### src/rtl/ceespu_fetch_pkg.sv
// ceespu_fetch_pkg: constants shared by the fetch stage and decode
package ceespu_fetch_pkg;
  localparam int CEESPU_PC_W = 14;
  localparam logic [31:0] CEESPU_NOP = 32'h0000_0000;
endpackage

### src/rtl/ceespu_fetch_if.sv
// ceespu_fetch_if: decode-facing and instruction-memory signals of the fetch stage
interface ceespu_fetch_if #(parameter int PC_W = ceespu_fetch_pkg::CEESPU_PC_W);
  logic I_stall;
  logic I_flush;
  logic [PC_W-1:0] I_branch_target;
  logic [PC_W-1:0] O_imem_addr;
  logic O_imem_en;
  logic [31:0] I_imem_data;
  logic [31:0] O_instruction;
  logic [PC_W-1:0] O_PC;
  logic O_valid;
  logic O_justBranched;
  modport master (
    input I_stall, I_flush, I_branch_target, I_imem_data,
    output O_imem_addr, O_imem_en, O_instruction, O_PC, O_valid, O_justBranched
  );
  modport slave (
    output I_stall, I_flush, I_branch_target, I_imem_data,
    input O_imem_addr, O_imem_en, O_instruction, O_PC, O_valid, O_justBranched
  );
endinterface

### src/rtl/ceespu_fetch_hold.sv
// ceespu_fetch_hold: 1-entry buffer keeping the presented instruction across a stall
module ceespu_fetch_hold
  import ceespu_fetch_pkg::*;
#(
  parameter int PC_W = CEESPU_PC_W
) (
  input  logic            I_clk,
  input  logic            I_rst,
  input  logic            clr_i,
  input  logic            resp_valid_i,
  input  logic [31:0]     resp_instr_i,
  input  logic [PC_W-1:0] resp_pc_i,
  input  logic [PC_W-1:0] idle_pc_i,
  output logic [31:0]     instr_o,
  output logic [PC_W-1:0] pc_o,
  output logic            valid_o
);
  logic            hold_valid_q, hold_valid_d;
  logic [31:0]     hold_instr_q, hold_instr_d;
  logic [PC_W-1:0] hold_pc_q, hold_pc_d;
  logic            cap;
  // memory data vanishes after one cycle, so a stalled response must be copied here
  always_comb begin
    cap          = !clr_i && !hold_valid_q && resp_valid_i;
    hold_valid_d = !I_rst && !clr_i && (hold_valid_q || resp_valid_i);
    hold_instr_d = cap ? resp_instr_i : hold_instr_q;
    hold_pc_d    = cap ? resp_pc_i : hold_pc_q;
    instr_o      = hold_valid_q ? hold_instr_q : resp_valid_i ? resp_instr_i : CEESPU_NOP;
    pc_o         = hold_valid_q ? hold_pc_q : resp_valid_i ? resp_pc_i : idle_pc_i;
    valid_o      = hold_valid_q || resp_valid_i;
  end
  always_ff @(posedge I_clk) begin
    hold_valid_q <= hold_valid_d;
    hold_instr_q <= hold_instr_d;
    hold_pc_q    <= hold_pc_d;
  end
endmodule

### src/rtl/ceespu_fetch.sv
// ceespu_fetch: PC register and synchronous imem read feeding decode with stall/flush handling
module ceespu_fetch
  import ceespu_fetch_pkg::*;
#(
  parameter int PC_W = CEESPU_PC_W,
  parameter logic [PC_W-1:0] RESET_PC = '0
) (
  input logic I_clk,
  input logic I_rst,
  ceespu_fetch_if.master bus
);
  logic [PC_W-1:0] pc_q, pc_d, resp_pc_q, resp_pc_d;
  logic            resp_valid_q, resp_valid_d, jb_q, jb_d;
  logic            pres_valid;
  always_comb begin
    bus.O_imem_en    = !I_rst && (bus.I_flush || !bus.I_stall);
    bus.O_imem_addr  = bus.I_flush ? bus.I_branch_target : pc_q;
    pc_d             = I_rst ? RESET_PC : bus.I_flush ? bus.I_branch_target + 1'b1 :
                       !bus.I_stall ? pc_q + 1'b1 : pc_q;
    resp_valid_d     = !I_rst && (bus.I_flush || !bus.I_stall);
    resp_pc_d        = bus.I_flush ? bus.I_branch_target : pc_q;
    jb_d             = !I_rst && (bus.I_flush || (bus.I_stall && jb_q));
    bus.O_valid      = pres_valid;
    bus.O_justBranched = jb_q && pres_valid;
  end
  always_ff @(posedge I_clk) begin
    pc_q         <= pc_d;
    resp_valid_q <= resp_valid_d;
    resp_pc_q    <= resp_pc_d;
    jb_q         <= jb_d;
  end
  ceespu_fetch_hold #(.PC_W(PC_W)) u_hold (
    .I_clk       (I_clk),
    .I_rst       (I_rst),
    .clr_i       (bus.I_flush || !bus.I_stall),
    .resp_valid_i(resp_valid_q),
    .resp_instr_i(bus.I_imem_data),
    .resp_pc_i   (resp_pc_q),
    .idle_pc_i   (pc_q),
    .instr_o     (bus.O_instruction),
    .pc_o        (bus.O_PC),
    .valid_o     (pres_valid)
  );
endmodule

### src/flat_wrapper.sv
// flat-port wrapper written by rule: the top's interface ports become plain ports
module ceespu_fetch_flat import ceespu_fetch_pkg::*;
#(
  parameter int PC_W = CEESPU_PC_W,
  parameter logic [PC_W-1:0] RESET_PC = '0
)
  (I_clk, I_rst, bus_I_stall, bus_I_flush, bus_I_branch_target, bus_I_imem_data, bus_O_imem_addr, bus_O_imem_en, bus_O_instruction, bus_O_PC, bus_O_valid, bus_O_justBranched);
  ceespu_fetch_if #(.PC_W(PC_W)) bus_i ();
  input logic I_clk;
  input logic I_rst;
  input wire logic [$bits(bus_i.I_stall)-1:0] bus_I_stall;
  input wire logic [$bits(bus_i.I_flush)-1:0] bus_I_flush;
  input wire logic [$bits(bus_i.I_branch_target)-1:0] bus_I_branch_target;
  input wire logic [$bits(bus_i.I_imem_data)-1:0] bus_I_imem_data;
  output wire logic [$bits(bus_i.O_imem_addr)-1:0] bus_O_imem_addr;
  output wire logic [$bits(bus_i.O_imem_en)-1:0] bus_O_imem_en;
  output wire logic [$bits(bus_i.O_instruction)-1:0] bus_O_instruction;
  output wire logic [$bits(bus_i.O_PC)-1:0] bus_O_PC;
  output wire logic [$bits(bus_i.O_valid)-1:0] bus_O_valid;
  output wire logic [$bits(bus_i.O_justBranched)-1:0] bus_O_justBranched;
  assign bus_i.I_stall = bus_I_stall;
  assign bus_i.I_flush = bus_I_flush;
  assign bus_i.I_branch_target = bus_I_branch_target;
  assign bus_i.I_imem_data = bus_I_imem_data;
  assign bus_O_imem_addr = bus_i.O_imem_addr;
  assign bus_O_imem_en = bus_i.O_imem_en;
  assign bus_O_instruction = bus_i.O_instruction;
  assign bus_O_PC = bus_i.O_PC;
  assign bus_O_valid = bus_i.O_valid;
  assign bus_O_justBranched = bus_i.O_justBranched;
  ceespu_fetch #(.PC_W(PC_W), .RESET_PC(RESET_PC)) u_core (.I_clk(I_clk), .I_rst(I_rst), .bus(bus_i));
endmodule
### config.mk
export PLATFORM = sky130hd
export DESIGN_NAME = ceespu_fetch_flat
export DESIGN_NICKNAME = d
export VERILOG_FILES = /design/src/rtl/ceespu_fetch_pkg.sv /design/src/rtl/ceespu_fetch_if.sv /design/src/rtl/ceespu_fetch_hold.sv /design/src/rtl/ceespu_fetch.sv /design/src/flat_wrapper.sv
export SDC_FILE = /design/constraint.sdc
export NUM_CORES = 1
export LEC_CHECK = 0
export ABC_AREA = 1
export CELL_PAD_IN_SITES_DETAIL_PLACEMENT = 0
export CELL_PAD_IN_SITES_GLOBAL_PLACEMENT = 2
export CORE_MARGIN = 3
export CORE_UTILIZATION = 24
export DETAILED_ROUTE_END_ITERATION = 16
export PLACE_DENSITY = 0.82
export SETUP_SLACK_MARGIN = 0.2
export SYNTH_ARGS = -nofsm -noshare
export SYNTH_HDL_FRONTEND = slang
export SYNTH_SLANG_ARGS = --single-unit
### constraint.sdc
create_clock -name I_clk -period 3.1 [get_ports I_clk]
set_clock_uncertainty 0.1 [all_clocks]
set_input_delay 0.31 -clock I_clk [delete_from_list [all_inputs] [get_ports I_clk]]
set_output_delay 0.31 -clock I_clk [all_outputs]
set_load 0.005 [all_outputs]
After elaboration in Yosys (flattened, before gate mapping)
Index checks and enable logic that the tools add are counted.
- reductions and logical operators: 15
- equality and inequality tests: 1
- multiplexer cells: 7
- add/subtract/negate cells: 2
- operators by type and width (operator ; count):
    two-way mux 14 bit ; 5
    two-way mux 32 bit ; 2
    adder 14 x 1 -> 14 bit (second input constant) ; 2
    logical AND 1 bit ; 8
    zero test 1 bit ; 4
    logical OR 1 bit ; 3
    inequality test 2 x 1 -> 1 bit (second input constant) ; 1
- input bits: 50
- register bits after elaboration: 77
- output and inout port bits: 63
- logic and storage cells: 32

Logic depth before layout (Yosys ltp)
- depth in word-level cells: 5
- gate-level depth with buffers: 11
- depth with buffers taken out: 10

Modules after synthesis
From an unflattened synthesis, not the netlist that was laid out.
- cell total of the unflattened synthesis: 419
- area total of the unflattened synthesis: 3749.8 um^2
- by module, submodules not included (module ; instances ; area an instance (um^2) ; seq. area each (um^2) ; cells an instance):
    ceespu_fetch_hold ; 1 ; 2284.7 ; 1401.3 ; 221
    ceespu_fetch ; 1 ; 1465.2 ; 600.6 ; 198

Worst setup path after synthesis
Ideal clock, no wire load.
- kind: register -> register
- start: register u_core.u_hold.hold_valid_q
- end: register u_core.u_hold.hold_instr_q[0] (enable)
- data required time: 2550 ps
- slack: -95 ps
- setup time: 450 ps
- arrival: 2645 ps
- stages on the path, launching flop included: 5
- path buffers: 1
- path through: dfxtp_1 inv_1 clkbuf_1 nand2_1 nor2_1
- cells in the longest elaborated chain, start to end: 3
- RTL lines (item ; line ; RTL):
    start: declaration ; ceespu_fetch_hold.sv:18 ; logic hold_valid_q, hold_valid_d;
    start signal: assignment ; ceespu_fetch_hold.sv:33 ; hold_valid_q <= hold_valid_d;
    zero test 1 bit ; ceespu_fetch_hold.sv:24 ; cap = !clr_i && !hold_valid_q && resp_valid_i;
    logical AND 1 bit (2 in series) ; ceespu_fetch_hold.sv:24 ;
    net u_core.u_hold.cap ; ceespu_fetch_hold.sv:21 ; logic cap;
    end signal: assignment ; ceespu_fetch_hold.sv:34 ; hold_instr_q <= hold_instr_d;
    end: declaration ; ceespu_fetch_hold.sv:19 ; logic [31:0] hold_instr_q, hold_instr_d;
The timed path passes the listed nets, and every way through them passes these cells.
A chain may end at the register's enable or synchronous reset.

Final worst setup path
- start: register u_core.u_hold.hold_valid_q
- end: output port bus_O_PC[12]
- cells in the longest elaborated chain, start to end: 1
- RTL lines (item ; line ; RTL):
    two-way mux 14 bit ; ceespu_fetch_hold.sv:29 ; pc_o = hold_valid_q ? hold_pc_q : resp_valid_i ? resp_pc_i : idle_pc_i;
    end: declaration ; flat_wrapper.sv:18 ; output wire logic [$bits(bus_i.O_PC)-1:0] bus_O_PC;
Every way passes these cells.

==> flow_summary.toml <==
[power_and_ir_drop]
leakage_power_nw = 2.019
vdd_ir_drop_max_uv = 207.7
pwr_density_cell_nw_per_um2 = 493.0

[setup_path]
critical_path_buf_inv_count = 4
rr_startpoint = "u_core.u_hold.hold_valid_q"
worst_ep_arrival_time_ns = 2.19
crit_fanout = 47
cpLargestDelayFamily = "buffers and inverters"
path_cells = "buf_4 -> inv_1 -> buf_4 -> nand3_1 -> o211ai_1 -> clkdlybuf4s50_1"
reg2reg_to = "u_core.u_hold.hold_instr_q[9]"
timing_worst_setup_path_type = "reg2out"
worst_setup_path_start_kind = "flop"
crit_path_end_kind = "primary output"
cp_slowest_cell = "sky130_fd_sc_hd__clkdlybuf4s50_1"
setup.reg_to_reg.worst_slack_ns = 1.08
ff2ff_path_depth = 6
largest_stage_delay_on_the_critical_path_ns = 0.60
cp_common_cell = "sky130_fd_sc_hd__buf_4"
cp_data_required_time_ns = 2.69

[die]
initial_utilization_pct = 25.07
fp.dieH_um = 127.8
core_area_um2 = 14200
num_io_pins = 113
placementRows = 43
die-width_um = 127.8
design.die.area_um2 = 16330

[hold_path]
timing.hold.worst.start = "u_core.resp_pc_q[0]"
min-delay-path-class = "reg2reg"
hold_depth = 0
min_delay_worst_endpoint = "u_core.u_hold.hold_pc_q[0]"

[yosys]
yosys.area.top_type_share_pct = 38.79
ys_seq_area_share_pct = 56.22
synth_adder_area_share_pct = 0.3514
synth.largest_area_cell = "sky130_fd_sc_hd__edfxtp_1"
syn_inst = 395
synth.top_cells.by_area = "sky130_fd_sc_hd__edfxtp_1, sky130_fd_sc_hd__dfxtp_1, sky130_fd_sc_hd__nand2_1"
synthesis.nets = 446
synth_most_common_cell = "sky130_fd_sc_hd__nand2_1"
synth.mux.area_fraction_pct = 0
synth.cell_area_um2 = 3561
synth.avg_cell_area_um2 = 9.015
share_of_the_synthesized_netlist_area_taken_by_xor_and_xnor_gates_pct = 0
synth_commonest_cells = "sky130_fd_sc_hd__nand2_1, sky130_fd_sc_hd__nand3_1, sky130_fd_sc_hd__edfxtp_1"
post_synth_and_or_nand_nor_area_fraction_pct = 32.89
synth_top_flop_cell = "sky130_fd_sc_hd__edfxtp_1"
main_combinational_cell_family_by_area_after_synthesis = "simple AND/OR/NAND/NOR gates"
synth_edf_count = 46
area_fraction_in_compound_gates_after_synthesis_pct = 4.603
async_flop_share_pct = 0
netlist-cell-type-count = 27
synth-seq-cells = 77
yosysWarnings = 0

[clocking]
cts.hold.buffers_added = 0
clk-insertion-delay-late_ns = 0.33
buffers_inserted_by_post_cts_timing_repair = 0
cts_inserted_buffers = 9
cts_num_sinks = 77
h-tree-depth = 3
cts.reportedPaths.clkPinSlew_ns = 0.06
cts_tree = "done"
clock-root-buffer = "sky130_fd_sc_hd__clkbuf_16"
clock_path_buffers = 2
post_cts_resize_count = 0

[routing]
postRouteWirelength_um = 9964
detailedRoute.firstIterationViolations = 150
ant_nets = 0
drt_pre_antenna_iters = 4
drt_drc_violations_left = 0
vias = 3039
detail_routed_via_count_per_cell = 4.392
drt-wirelength-per-cell_um = 14.40

[timing]
report.final.slew_viol_count = 0
tightest_slew_ns = 0.5494
worst_slew_slack_as_a_fraction_of_its_limit_pct = 63.37
post-route-worst-setup-slack_ns = 0.5015
unrepaired_setup_endpoints_after_global_routing = "false"
timing.final.crit_share_pct = 83.82
final_hold_viol_count = 0
setup_tns_ns = 0
fmax_mhz = 384.8
setup_viol = 0
period_minus_slack_ns = 2.599

[layout]
final_standard_cell_area_without_fillers_um2 = 5167
fill_cells = 1443
final_nets = 558
utilization_pct = 36.38
antennaDiodeCount = 0
drive_gt1_share_pct = 12.30
syn2layout_area_growth_pct = 45.12

[global_routing]
globalRoute.totalOverflow = 0
grt_max_degree = 48
globalRouteTotalUtil_pct = 12.20
grt_pass1_vias = 2894
first_pass_grt_wire_length_um = 15700
initial_antenna_violation_count = 0

[run]
cap_violations = 0

[place]
io_buffer_count = 112
globalplace.congestion = 0.8147
dp_hpwl_um = 7164
detailed_place.area_um2 = 4880
place_ws_ns = 0.6019

[run_status]
result_of_the_run = "finished, final reports clean"
[kinds of logic (layout without fill, tap and decap cells)]
group,after synthesis,count (layout)
and+or+nand+nor,248,248
AOI/OAI and AO/OA,25,25
DFF,77,77
adders and majority gates,1,1
buffers and inverters,44,161
[layout make-up]
cell class | instances | area (um^2) | share of cell area [%]
clock buffer | 10 | 239.0 | 4.625
clock inverter | 6 | 48.80 | 0.9443
inverter | 25 | 101.3 | 1.961
multi-input combinational | 274 | 1355 | 26.22
sequential | 77 | 2004 | 38.79
tap | 180 | 225.2 | 4.358
timing repair buffer | 120 | 1194 | 23.10
[metal layers]
metal	vias to the layer above	wire [um]	track usage, %
li1	1547	-	-
met1	1394	4637	16.31
met2	83	4594	19.13
met3	15	555	3.042
met4	0	176	4.432
met5	-	0	0
[sequential cells by signal, summed over array words and instances (netlist names)]
register and cells:
u_core.jb_q 1, u_core.resp_valid_q 1, u_core.pc_q 14, u_core.u_hold.hold_instr_q 32
u_core.u_hold.hold_valid_q 1, u_core.u_hold.hold_pc_q 14, u_core.resp_pc_q 14
[power by group]
part | internal, mW | leakage (nW) | switching (mW)
Clock | 0.569 | 0.143 | 0.414
Combinational | 0.216 | 1.20 | 0.192
Sequential | 1.13 | 0.679 | 0.0217
Total | 1.92 | 2.02 | 0.628
[layout by cell type, fill, tap and decap left out, drive strengths merged]
cell and instances:
nand2 158, clkdlybuf4s50 112, nand3 68, edfxtp 46, dfxtp 31, inv 24
nor2 17, clkbuf 10, o21ai 10, o211ai 9, buf 8, clkinv 7
nand4 4, o22ai 4, a21oi 2, or2 1, ha 1
[per-stage QoR]
stage	total power [mW]	hold slack [ns]	std cells
detailed placement	1.592	0.3147	676
floorplan	1.344	0.2791	395
finish	2.547	0.3297	692
global placement	1.590	0.3123	676
CTS	2.589	0.3295	692
global route	2.672	0.3351	692
[worst max-delay path by stage]
| stage | startpoint | slack [ns] | cells after the start | endpoint |
|---|---|---|---|---|
| after CTS | u_core.u_hold.hold_valid_q | 0.45 | 6 | bus_O_PC[12] |
| after global placement | bus_I_flush | 0.60 | 5 | bus_O_imem_addr[9] |
| final | u_core.u_hold.hold_valid_q | 0.50 | 6 | bus_O_PC[12] |
| after global routing | u_core.u_hold.hold_valid_q | 0.37 | 6 | bus_O_PC[12] |
| after floorplan | u_core.u_hold.hold_valid_q | 0.65 | 4 | u_core.u_hold.hold_instr_q[0] |
| after detailed placement | bus_I_flush | 0.60 | 5 | bus_O_imem_addr[9] |
Note: power is estimated with default switching activity, not from simulation.
